--- src/rtl/expr_pipe_eval_if.sv ---
// Handshake bundle for expr_pipe_eval: operand beat in, result beat out, consumed-beat counter.
interface expr_pipe_eval_if #(
    parameter int WIDTH = 4,
    parameter int NCH   = 2,
    parameter int CNT_W = 16
);
    logic                        in_valid;
    logic                        in_ready;
    logic [NCH*WIDTH-1:0]        in_a;
    logic [NCH*WIDTH-1:0]        in_b;
    logic [NCH*3-1:0]            in_op;
    logic [NCH-1:0]              in_sgn;
    logic                        out_valid;
    logic                        out_ready;
    logic [NCH*(WIDTH+1)-1:0]    out_y;
    logic [CNT_W-1:0]            txn_count;

    modport slave (
        input  in_valid, in_a, in_b, in_op, in_sgn, out_ready,
        output in_ready, out_valid, out_y, txn_count
    );

    modport master (
        output in_valid, in_a, in_b, in_op, in_sgn, out_ready,
        input  in_ready, out_valid, out_y, txn_count
    );
endinterface

--- src/rtl/expr_pipe_eval.sv ---
// Two-stage pipelined per-lane expression evaluator with Verilog width/sign semantics.
// S1 holds extended operands, S2 holds the result; both stall together under backpressure.
module expr_pipe_eval #(
    parameter int WIDTH = 4,
    parameter int NCH   = 2,
    parameter int CNT_W = 16
) (
    input  logic             clk,
    input  logic             rst,
    expr_pipe_eval_if.slave  bus
);
    localparam int OUT_W = WIDTH + 1;

    logic [NCH-1:0][OUT_W-1:0] s1_x_q, s1_x_d, s1_y_q, s1_y_d;
    logic [NCH-1:0][WIDTH-1:0] s1_b_q, s1_b_d;
    logic [NCH-1:0][2:0]       s1_op_q, s1_op_d;
    logic [NCH-1:0]            s1_sgn_q, s1_sgn_d;
    logic                      s1_valid_q, s1_valid_d;
    logic                      s2_valid_q, s2_valid_d;
    logic [NCH*OUT_W-1:0]      y_q, y_d;
    logic [CNT_W-1:0]          cnt_q, cnt_d;
    logic                      advance;
    logic                      accept;

    function automatic logic [OUT_W-1:0] eval(
        input logic [2:0]       op,
        input logic             sgn,
        input logic [OUT_W-1:0] x,
        input logic [OUT_W-1:0] y,
        input logic [WIDTH-1:0] b
    );
        logic [OUT_W-1:0] r;
        r = '0;
        case (op)
            3'd0: r = x + y;
            3'd1: r = x - y;
            3'd2: r = x & y;
            3'd3: r = x ^ y;
            3'd4: r = x << b;
            // Kept as separate statements so the signed branch stays arithmetic.
            3'd5: if (sgn) r = $signed(x) >>> b; else r = x >> b;
            3'd6: if (sgn) r = {{(OUT_W-1){1'b0}}, $signed(x) < $signed(y)};
                  else     r = {{(OUT_W-1){1'b0}}, x < y};
            3'd7: r = {{(OUT_W-1){1'b0}}, x == y};
            default: r = '0;
        endcase
        return r;
    endfunction

    assign advance       = !s2_valid_q || bus.out_ready;
    assign bus.in_ready  = !s1_valid_q || advance;
    assign accept        = bus.in_valid && bus.in_ready;
    assign bus.out_valid = s2_valid_q;
    assign bus.out_y     = y_q;
    assign bus.txn_count = cnt_q;

    always_comb begin
        s1_valid_d = s1_valid_q;
        s1_x_d     = s1_x_q;
        s1_y_d     = s1_y_q;
        s1_b_d     = s1_b_q;
        s1_op_d    = s1_op_q;
        s1_sgn_d   = s1_sgn_q;
        s2_valid_d = s2_valid_q;
        y_d        = y_q;

        if (bus.in_ready) s1_valid_d = bus.in_valid;
        if (accept) begin
            for (int i = 0; i < NCH; i++) begin
                s1_x_d[i]   = {bus.in_sgn[i] & bus.in_a[i*WIDTH + WIDTH-1], bus.in_a[i*WIDTH +: WIDTH]};
                s1_y_d[i]   = {bus.in_sgn[i] & bus.in_b[i*WIDTH + WIDTH-1], bus.in_b[i*WIDTH +: WIDTH]};
                s1_b_d[i]   = bus.in_b[i*WIDTH +: WIDTH];
                s1_op_d[i]  = bus.in_op[i*3 +: 3];
                s1_sgn_d[i] = bus.in_sgn[i];
            end
        end

        // A bubble moving into S2 clears out_valid but leaves out_y at its last value.
        if (advance) begin
            s2_valid_d = s1_valid_q;
            if (s1_valid_q) begin
                for (int i = 0; i < NCH; i++) begin
                    y_d[i*OUT_W +: OUT_W] = eval(s1_op_q[i], s1_sgn_q[i], s1_x_q[i], s1_y_q[i], s1_b_q[i]);
                end
            end
        end

        cnt_d = cnt_q + CNT_W'(s2_valid_q && bus.out_ready);
    end

    always_ff @(posedge clk or posedge rst) begin
        if (rst) begin
            s1_valid_q <= 1'b0;
            s1_x_q     <= '0;
            s1_y_q     <= '0;
            s1_b_q     <= '0;
            s1_op_q    <= '0;
            s1_sgn_q   <= '0;
            s2_valid_q <= 1'b0;
            y_q        <= '0;
            cnt_q      <= '0;
        end else begin
            s1_valid_q <= s1_valid_d;
            s1_x_q     <= s1_x_d;
            s1_y_q     <= s1_y_d;
            s1_b_q     <= s1_b_d;
            s1_op_q    <= s1_op_d;
            s1_sgn_q   <= s1_sgn_d;
            s2_valid_q <= s2_valid_d;
            y_q        <= y_d;
            cnt_q      <= cnt_d;
        end
    end
endmodule
--- src/flat_wrapper.sv ---
// flat-port wrapper written by rule: the top's interface ports become plain ports
module expr_pipe_eval_flat 
#(
    parameter int WIDTH = 4,
    parameter int NCH   = 2,
    parameter int CNT_W = 16
)
  (clk, rst, bus_in_valid, bus_in_a, bus_in_b, bus_in_op, bus_in_sgn, bus_out_ready, bus_in_ready, bus_out_valid, bus_out_y, bus_txn_count);
  expr_pipe_eval_if #(.WIDTH(WIDTH), .NCH(NCH), .CNT_W(CNT_W)) bus_i ();
  input  logic clk;
  input  logic rst;
  input wire logic [$bits(bus_i.in_valid)-1:0] bus_in_valid;
  input wire logic [$bits(bus_i.in_a)-1:0] bus_in_a;
  input wire logic [$bits(bus_i.in_b)-1:0] bus_in_b;
  input wire logic [$bits(bus_i.in_op)-1:0] bus_in_op;
  input wire logic [$bits(bus_i.in_sgn)-1:0] bus_in_sgn;
  input wire logic [$bits(bus_i.out_ready)-1:0] bus_out_ready;
  output wire logic [$bits(bus_i.in_ready)-1:0] bus_in_ready;
  output wire logic [$bits(bus_i.out_valid)-1:0] bus_out_valid;
  output wire logic [$bits(bus_i.out_y)-1:0] bus_out_y;
  output wire logic [$bits(bus_i.txn_count)-1:0] bus_txn_count;
  assign bus_i.in_valid = bus_in_valid;
  assign bus_i.in_a = bus_in_a;
  assign bus_i.in_b = bus_in_b;
  assign bus_i.in_op = bus_in_op;
  assign bus_i.in_sgn = bus_in_sgn;
  assign bus_i.out_ready = bus_out_ready;
  assign bus_in_ready = bus_i.in_ready;
  assign bus_out_valid = bus_i.out_valid;
  assign bus_out_y = bus_i.out_y;
  assign bus_txn_count = bus_i.txn_count;
  expr_pipe_eval #(.WIDTH(WIDTH), .NCH(NCH), .CNT_W(CNT_W)) u_core (.clk(clk), .rst(rst), .bus(bus_i));
endmodule
--- config.mk ---
export PLATFORM = sky130hd
export DESIGN_NAME = expr_pipe_eval_flat
export DESIGN_NICKNAME = d
export VERILOG_FILES = /design/src/rtl/expr_pipe_eval_if.sv /design/src/rtl/expr_pipe_eval.sv /design/src/flat_wrapper.sv
export SDC_FILE = /design/constraint.sdc
export NUM_CORES = 1
export LEC_CHECK = 0
export CORE_ASPECT_RATIO = 0.75
export CORE_MARGIN = 4
export CORE_UTILIZATION = 55
export CTS_CLUSTER_DIAMETER = 150
export DETAILED_ROUTE_END_ITERATION = 10
export HOLD_SLACK_MARGIN = 0.02
export PLACE_DENSITY = 0.88
export SYNTH_ARGS = -nofsm -noshare
export SYNTH_HDL_FRONTEND = slang
export SYNTH_SLANG_ARGS = --single-unit
--- constraint.sdc ---
create_clock -name clk -period 3.2 [get_ports clk]
set_input_delay 0.96 -clock clk [delete_from_list [all_inputs] [get_ports clk]]
set_output_delay 0.96 -clock clk [all_outputs]
set_load 0.03 [all_outputs]
==> results of run 1 <==
## sequential cells by signal, indices dropped and copies added, names as in the netlist
signal and cells:
u_core.s1_valid_q 1, u_core.s1_op_q 6, u_core.s1_sgn_q 2, u_core.s1_y_q 4
u_core.s1_x_q 10, u_core.bus.out_valid 1, u_core.bus.txn_count 16, u_core.s1_b_q 6
u_core.bus.out_y 10
## how the worst max path moves through the flow
stage	start	end	slack (ns)	cells past startpoint
after floorplan	bus_out_ready	u_core.s1_b_q[0]	0.78	4
final	bus_out_ready	bus_in_ready	0.41	3
after CTS	bus_out_ready	bus_in_ready	0.40	3
after global routing	bus_out_ready	bus_in_ready	0.37	3
after detailed placement	bus_out_ready	u_core.bus.txn_count[14]	0.34	8
after global placement	bus_out_ready	bus_in_ready	0.47	3
## stage by stage
stage	total power (uW)	worst slack, ns	instance area (um^2)
finish	2630	0.413	4690
detailed placement	2200	0.343	4590
CTS	2640	0.403	4690
global route	2810	0.366	4690
global placement	2160	0.466	4590
floorplan	1830	0.776	4020
## cells in the final DEF, fill, tap and decap left out, types with 15 or more instances in the layout
cell type        count
o21ai_0             15
dfrtp_1             56
nor2_1              29
nand2_1             35
mux2_2              27
a21oi_1             17
ha_1                24
inv_1               24
clkdlybuf4s50_1     54
xnor2_1             18
## final cells by class
class / instances / area [um^2] / share of cell area [%]
timing repair buffer: 59 / 578 / 12.3
inverter: 25 / 93.8 / 2.00
multi-input combinational: 315 / 2400 / 51.1
tap: 98 / 123 / 2.61
sequential: 56 / 1400 / 29.9
clock buffer: 5 / 68.8 / 1.47
clock inverter: 1 / 30.0 / 0.640
## power by group
group | internal (uW) | switching (uW) | total (uW)
clock network | 225 | 209 | 433
registers | 836 | 230 | 1070
logic | 540 | 591 | 1130
## cells by family (layout without fill, tap and decap cells)
logic type	Yosys count	count (layout)	synth area share [%]
and+or+nand+nor	145	145	19.2
AOI/OAI and AO/OA	77	77	12.7
DFF	56	56	34.9
buffers and inverters	48	90	5.51
muxes	43	43	13.5
adders and majority gates	28	28	9.46
xor gates and xnor gates	22	22	4.79
## worst reg2reg max path: cells and delay by family (launching register included)
kind	cells	cell delay, ns
AND/OR/NAND/NOR	2	0.38
buffers and inverters	1	0.06
flip-flops	1	0.75
adder cells (fa/ha/maj)	2	0.67
AO/OA/AOI/OAI	2	0.52
## per-layer routing
metal  up-vias  GRT usage [%]  wire (um)
li1       1598              -          -
met4         0           5.11         97
met3        11           4.08        668
met5         -              0          0
met1      1601           34.7       4710
met2       139           32.9       4020
==> summary.txt, run 1 <==
Final layout
  • Filler cells: around 590
  • Synthesis-to-layout area growth: 16.7%
  • Nets: 518
  • Final cell count without fillers: approximately 560
  • Share of layout cells above drive strength 1: between 10% and 20%
  • Final Util: ~67%
  • Antenna diode count: 0

Min path
  • Worst hold path class: flop to flop
  • Hold Startpoint: u_core.bus.txn_count[15]
  • Worst hold path depth: 1
  • Worst Hold End: u_core.bus.txn_count[15]

Yosys
  • Share of the synthesized area in the top cell type: a little over a third
  • Net count after synthesis: about 480
  • Synth unique cells: a little over 60
  • Post-synth EDFFs: 0
  • Sequential fraction of the synthesis area: a little over a third
  • Synth area leader: dfrtp_1
  • Post-synth ARST share: 100%
  • Commonest cells in the netlist: 56 x dfrtp_1, 35 x nand2_1, 29 x nor2_1, 27 x mux2_2, 25 x inv_1
  • Post-Synthesis Cells: roughly 420
  • Mapped Area: between 0.004 and 0.005 mm^2
  • Synth Warn #: 0
  • Seq cells post-synth: 56
  • Most common cell in the synthesized netlist: dfrtp_1
  • Largest cells by area after synthesis: dfrtp_1 35%, mux2_2 7.6%, ha_1 7.5%, xnor2_1 3.9%, nand2_1 3.3%
  • Main flop type after synthesis: dfrtp_1
  • Syn avg cell area: 9.59 um^2

Global routing
  • Largest net degree at the start of global routing: 57
  • GR Overflow Total: 0
  • Number of global-route vias before repair: 3040
  • All-Layer GR Usage: a little under a quarter
  • Initial antenna violation count: 0
  • First-pass GRT wire length: approximately 16000 um

Die
  • Floorplan row count: 26
  • Io pins: 56
  • Effective utilization at floorplan: between 50 and 60%
  • Die Height: between 80 and 90 um
  • Core footprint: about 0.0070 mm^2
  • Die ar.: 0.00876 mm^2
  • Die Width: approximately 110 um

Placement
  • IO buf count: 55
  • GP Congestion: roughly 0.97
  • Dpl cells: 553
  • DP HPWL: around 7000 um

CTS
  • Clock Latency Late Sink: roughly 0.30 ns
  • Clock transition at path regs: 0.09 ns
  • CTS tree: done
  • Clock tree sinks: 56
  • Quantity of hold-fixing buffers added after cts: 0
  • # H-tree levels: 2
  • Post-CTS Resized: 0
  • Setup bufs post-CTS: 0
  • Clk root buf: clkbuf_8
  • CTS max path bufs: 2
  • CTS buffer count: 5

Drt
  • Total Wirelength: approximately 9500 um
  • Initial DRT Pass Iterations: 5
  • Vias after detailed routing: about 3300
  • Wire length per cell: approximately 17 um
  • Vias per cell: between 5 and 6
  • # DRC: 0
  • Post-DRT Antenna Nets: 0
  • 1st-iter DRT viols: 379

STA
  • Worst Max-Slew Pin Slew: around 0.73 ns
  • Max_slew headroom: 51.5%
  • Unrepaired setup endpoints after global routing: no
  • Slew Viols, Final: 0
  • Final period util: a little under 90%
  • Setup Skew: about 0.0055 ns
  • Count of final hold-check violations: 0
  • Final min period: ~2.8 ns
  • Fmax: 0.359 GHz
  • Final setup vio count: 0
  • Hold_ws: 0.476 ns
  • Setup Total Neg Slack: 0 ns

Power and ir drop
  • Cell area power density: around 560 mW/mm^2
  • Max IR drop VDD: between 0.0004 and 0.0005 V
  • Static Leakage: 0.00194 uW

Worst setup path
  • RR Endpoint: u_core.bus.out_y[2]
  • Crit-path cells: clkdlybuf4s50_1 -> nand3b_1 -> buf_4
  • Flop2flop setup slack: between 0.7 and 0.8 ns
  • Endpoint class of the critical path: output port
  • CP Buf/Inv Count: 2
  • Worst R2R Path Depth: 7
  • Critical Path RT: 2.24 ns
  • Crit-path max cell delay: ~0.44 ns
  • Worst-path maximum fanout: 3
  • Crit path max-delay family: buffers and inverters
  • CP arrival: 1.83 ns
  • Worst r2r src: u_core.s1_b_q[0]
  • Crit Path Class: input pin to output port
  • Startpoint types: input pin
  • Slowest CP cell: clkdlybuf4s50_1

Job
  • Max_cap viols: 0

Run status
  • Run status: complete, no violations
Note: power is estimated with default switching activity, not from simulation.
==> run 2: changes to the inputs <==
GPL_TIMING_DRIVEN = 0   (was not set)
REMOVE_ABC_BUFFERS = 1   (was not set)
==> run 2 against run 1 <==
Against the previous run: first-iteration DRC count decreased by 18%; design area decreased by 0.45%; die area unchanged; setup slack got worse by 0.21 ns; clock-buffer cell count increased by 1; via count increased by 1.0%; sequential share of layout area increased by 0.14 points; power decreased by 1.2%; maximum frequency decreased by 6.9%.
==> summary.txt, run 2 (synthesis gave the netlist of run 1 again) <==
Worst setup path
  • Endpoint class of the critical path: output port
  • Worst-path maximum fanout: 3
  • CP arrival: roughly 2 ns
  • Critical Path RT: between 2 and 2.5 ns
  • Startpoint types: input pin
  • Crit Path Class: input pin to output port

Drt
  • Wire length per cell: 17.3 um
  • Total Wirelength: 9670 um
  • 1st-iter DRT viols: ~310
  • Initial DRT Pass Iterations: 5
  • Vias per cell: around 6.1
  • Post-DRT Antenna Nets: 0
  • # DRC: 0
  • Vias after detailed routing: 3383

Final layout
  • Synthesis-to-layout area growth: 16.2%
  • Final cell count without fillers: 558
  • Most common cell after layout, fill and taps aside: dfrtp_1
  • Max reg flops: 16
  • Antenna diode count: 0
  • Share of layout cells above drive strength 1: around a tenth
  • Most frequent cells in the layout: 56 x dfrtp_1, 54 x clkdlybuf4s50_1, 35 x nand2_1
  • Nets: a little over 500

Job
  • Max_cap viols: 0

STA
  • Final setup vio count: 0
  • Fmax: 0.334 GHz
  • Setup Skew: 0.00579 ns
  • Slew Viols, Final: 0
  • Final period util: 93.6%
  • Unrepaired setup endpoints after global routing: no
  • Final min period: roughly 3 ns
  • Worst Max-Slew Pin Slew: between 1 and 1.5 ns
  • Max_slew headroom: between 15 and 20%
  • Hold_ws: around 0.49 ns
  • Count of final hold-check violations: 0

Placement
  • IO buf count: 55
  • Dpl cells: 550
  • DP HPWL: approximately 7100 um
  • GP Congestion: 0.941

CTS
  • Clock Latency Late Sink: between 0.3 and 0.4 ns
  • Clock transition at path regs: about 0.1 ns
  • # H-tree levels: 2
  • CTS max path bufs: 2
  • CTS buffer count: 5
  • Setup bufs post-CTS: 0
  • Clk root buf: clkbuf_8
  • Clock tree sinks: 56
  • CTS tree: done

Die
  • Die Width: between 100 and 150 um
  • Effective utilization at floorplan: 57.7%
  • Die ar.: between 0.008 and 0.009 mm^2
  • Floorplan row count: 26
  • Io pins: 56
  • Die Height: between 80 and 90 um
  • Core footprint: ~0.0070 mm^2

Global routing
  • GR Overflow Total: 0
  • First-pass GRT wire length: between 15000 and 20000 um
  • All-Layer GR Usage: about 23%
  • Largest net degree at the start of global routing: 37
  • Initial antenna violation count: 0
  • Number of global-route vias before repair: 3100

Run status
  • Run status: complete, no violations

Power and ir drop
  • Max IR drop VDD: between 0.0004 and 0.0005 V
  • Cell area power density: about 560 mW/mm^2
  • Static Leakage: 0.00192 uW

Min path
  • Worst hold path class: flop to flop
run 2: area by class of cell:
cell class | count | area (um^2)
Clock buffer | 6 | 72.6
Clock inverter | 2 | 13.8
Multi-Input combinational cell | 315 | 2400
Tap cell | 98 | 123
Fill cell | 588 | 2290
Sequential cell | 56 | 1400
Inverter | 25 | 93.8
Timing Repair Buffer | 56 | 569
run 2: path summary, 6_finish.rpt:
check	start	end	slack (ns)	depth (start not counted)
setup / recovery	bus_out_ready	bus_in_ready	0.21	3
hold / removal	u_core.bus.txn_count[15]	u_core.bus.txn_count[15]	0.49	1
setup reg to reg	u_core.s1_b_q[5]	u_core.bus.out_y[5]	0.72	7
hold reg to reg	u_core.bus.txn_count[15]	u_core.bus.txn_count[15]	0.49	1
max in group asynchronous	rst	u_core.bus.txn_count[15]	1.69	3
min in group asynchronous	rst	u_core.s1_y_q[9]	0.97	2
run 2: what timing repair did:
action	in CTS	in global routing
endpoints found under the setup margin	1	0
hold endpoints to repair	0	0
resized for setup	1	0
hold buffers	0	0
run 2: per-stage QoR:
stage | area, um^2 | setup WS, ns | util (%) | TNS, ns | power (uW)
detailed placement | 4590 | -0.0900 | 65.9 | -0.0900 | 2190
CTS | 4670 | 0.192 | 67.1 | 0 | 2600
floorplan | 3890 | 0.577 | - | 0 | 1790
global placement | 4570 | -0.0864 | 65.6 | -3.47 | 2160
global route | 4670 | 0.161 | 67.1 | 0 | 2770
finish | 4670 | 0.205 | 67.1 | 0 | 2600
run 2: worst max-delay path, cell delays in order:
cell and delay, ns:
clkdlybuf4s50_1 0.49, nand3b_1 0.17, dlygate4sd2_1 0.42
run 2: power breakdown:
group	switching, uW	leakage [uW]	internal, uW
clock network	245	0.0000456	157
registers	246	0.000687	836
logic	580	0.00119	536
run 2: routing by layer:
layer  vias to the layer above  share of wire (%)  track usage, %
li1                       1583                  -               -
met1                      1619                 47            35.6
met2                       163                 43            33.1
met3                        18                8.8            4.63
met4                         0                1.1            5.36
met5                         -                  0               0
==> run 3: changes to the inputs <==
CORE_MARGIN = 5   (was 4)
==> run 3 against run 2 <==
Against the previous run: cell count increased by 0.54%; critical path depth unchanged; global-route usage decreased by 0.99 points; clock skew increased by 0.0068 ns; design area about the same; critical path type unchanged; largest cell class unchanged; highest routed layer unchanged.
==> summary.txt, run 3 (synthesis gave the netlist of run 1 again) <==
Placement
  • DP HPWL: a little over 7000 um
  • DP Area: approximately 0.0046 mm^2
  • IO buf count: 55
  • GP Congestion: between 0.9 and 1

Global routing
  • Initial antenna violation count: 0
  • Largest net degree at the start of global routing: 39
  • All-Layer GR Usage: 22.1%
  • GR Overflow Total: 0
  • First-pass GRT wire length: between 15000 and 20000 um
  • Number of global-route vias before repair: 3210

Power and ir drop
  • Power Total: 2610 uW
  • Sw frac: 41.2%
  • Cell area power density: around 560 mW/mm^2
  • Int Power: between 1500 and 2000 uW
  • Static Leakage: 0.00192 uW
  • Sequential share of power: between 40% and 50%
  • Max IR drop VDD: between 0.0004 and 0.0005 V
  • Logic pwr share: 43.0%
  • Power share of the clock group: between 10% and 20%
  • Psw: about 1100 uW

STA
  • Slew Viols, Final: 0
  • Max_slew headroom: about an eighth
  • Worst Max-Slew Pin Slew: about 1.3 ns
  • Final period util: a little over nine tenths
  • Final min period: 3.03 ns
  • Unrepaired setup endpoints after global routing: no
  • Setup Skew: 0.0126 ns
  • Fmax: about 0.33 GHz
  • Count of final hold-check violations: 0
  • Final setup vio count: 0

Die
  • Die Width: 109 um
  • Core footprint: 0.00723 mm^2
  • Io pins: 56
  • Effective utilization at floorplan: between 50% and 60%
  • Die ar.: 0.00914 mm^2
  • Die Height: between 80 and 90 um
  • Floorplan row count: 27

Worst setup path
  • Flop2flop setup slack: around 0.65 ns
  • Critical Path RT: between 2 and 2.5 ns
  • CP arrival: approximately 2.1 ns
  • Worst-path maximum fanout: 3
  • RR Endpoint: u_core.bus.out_y[2]
  • Crit Path Class: input pin to output port
  • Crit-path max cell delay: between 0.5 and 0.6 ns
  • Crit-path cells: clkdlybuf4s50_1 -> nand3b_1 -> dlygate4sd2_1
  • Worst Setup EP: bus_in_ready
  • Slowest CP cell: clkdlybuf4s50_1
  • Worst R2R Path Depth: 7
  • Endpoint class of the critical path: output port
  • Worst Setup SP: bus_out_ready
  • Startpoint types: input pin
  • Worst r2r src: u_core.s1_b_q[0]

CTS
  • CTS tree: done
  • Quantity of hold-fixing buffers added after cts: 0
  • Setup bufs post-CTS: 0
  • # H-tree levels: 2
  • Clock transition at path regs: 0.10 ns
  • Clock Latency Late Sink: roughly 0.32 ns
  • Clk root buf: clkbuf_8
  • CTS buffer count: 5
  • Clock tree sinks: 56
  • CTS max path bufs: 2

Drt
  • Wire length per cell: between 15 and 20 um
  • # DRC: 0
  • Post-DRT Antenna Nets: 0
  • Total Wirelength: approximately 9700 um
  • Initial DRT Pass Iterations: 5
  • Vias after detailed routing: 3399
  • 1st-iter DRT viols: 340
  • Vias per cell: a little over 6

Final layout
  • Max reg flops: 16
  • Synthesis-to-layout area growth: 16.3%
  • Most frequent cells in the layout: 56 x dfrtp_1, 54 x clkdlybuf4s50_1, 35 x nand2_1
  • Design area: between 0.004 and 0.005 mm^2
  • Most common cell after layout, fill and taps aside: dfrtp_1
  • Filler cells: 602
  • Share of layout cells above drive strength 1: roughly 9.8%
  • Antenna diode count: 0
  • Nets: between 500 and 600

Run status
  • Run status: complete, no violations

Min path
  • Worst hold path class: flop to flop

Job
  • Max_cap viols: 0
## run 3: cell counts in the layout (fill, tap and decap cells not counted)
Identical to the previous run, type by type.
## run 3: power groups by stage
stage          combinational [uW]  clock, uW  sequential (uW)
2_1_floorplan                 611          0             1180
4_1_cts                      1120        420             1070
5_1_grt                      1220        445             1110
3_3_place_gp                 1090          0             1080
3_5_place_dp                 1110          0             1090
6_report                     1120        411             1080
## run 3: cell type report
type	count	area (um^2)	share of cell area, %
Multi-Input combinational cell	315	2400	51.3
Timing Repair Buffer	56	569	12.2
Clock inverter	2	13.8	0.294
Sequential cell	56	1400	30.0
Clock buffer	6	72.6	1.55
Tap cell	101	126	2.70
Inverter	25	93.8	2.01
## run 3: timing repair
item	CTS	global route
gates resized for setup	1	0
endpoints found under the hold margin	0	0
endpoints found under the setup margin	1	0
## run 3: metrics by stage
| stage | utilization, % | setup TNS, ns | hold slack (ns) | std cells | setup slack (ns) |
|---|---|---|---|---|---|
| floorplan | - | 0 | 0.471 | 396 | 0.577 |
| global placement | 63.2 | -5.53 | 0.469 | 552 | -0.101 |
| detailed placement | 63.5 | -0.0995 | 0.473 | 553 | -0.0995 |
| CTS | 64.7 | 0 | 0.496 | 561 | 0.168 |
| global route | 64.7 | 0 | 0.517 | 561 | 0.117 |
| finish | 64.7 | 0 | 0.491 | 561 | 0.166 |
## run 3: worst min-delay path by stage
stage	slack [ns]	end	depth (start not counted)	start
after floorplan	0.47	u_core.bus.out_valid	1	u_core.s1_valid_q
after global placement	0.47	u_core.bus.txn_count[15]	1	u_core.bus.txn_count[15]
after detailed placement	0.47	u_core.bus.txn_count[15]	1	u_core.bus.txn_count[15]
after CTS	0.50	u_core.bus.txn_count[12]	1	u_core.bus.txn_count[12]
after global routing	0.52	u_core.bus.txn_count[15]	1	u_core.bus.txn_count[15]
final	0.49	u_core.bus.txn_count[12]	1	u_core.bus.txn_count[12]
## run 3: per-layer routing
metal / global-route usage (%) / up-vias / routed length, um
met5: 0 / - / 0
met4: 4.47 / 0 / 67
met3: 4.80 / 8 / 884
met2: 30.8 / 168 / 4180
met1: 34.6 / 1639 / 4550
li1: - / 1584 / -
## run 3: critical path: cells and delay by family
kind | cells | cell delay (ns)
buffers and inverters | 2 | 0.95
and+or+nand+nor | 1 | 0.16
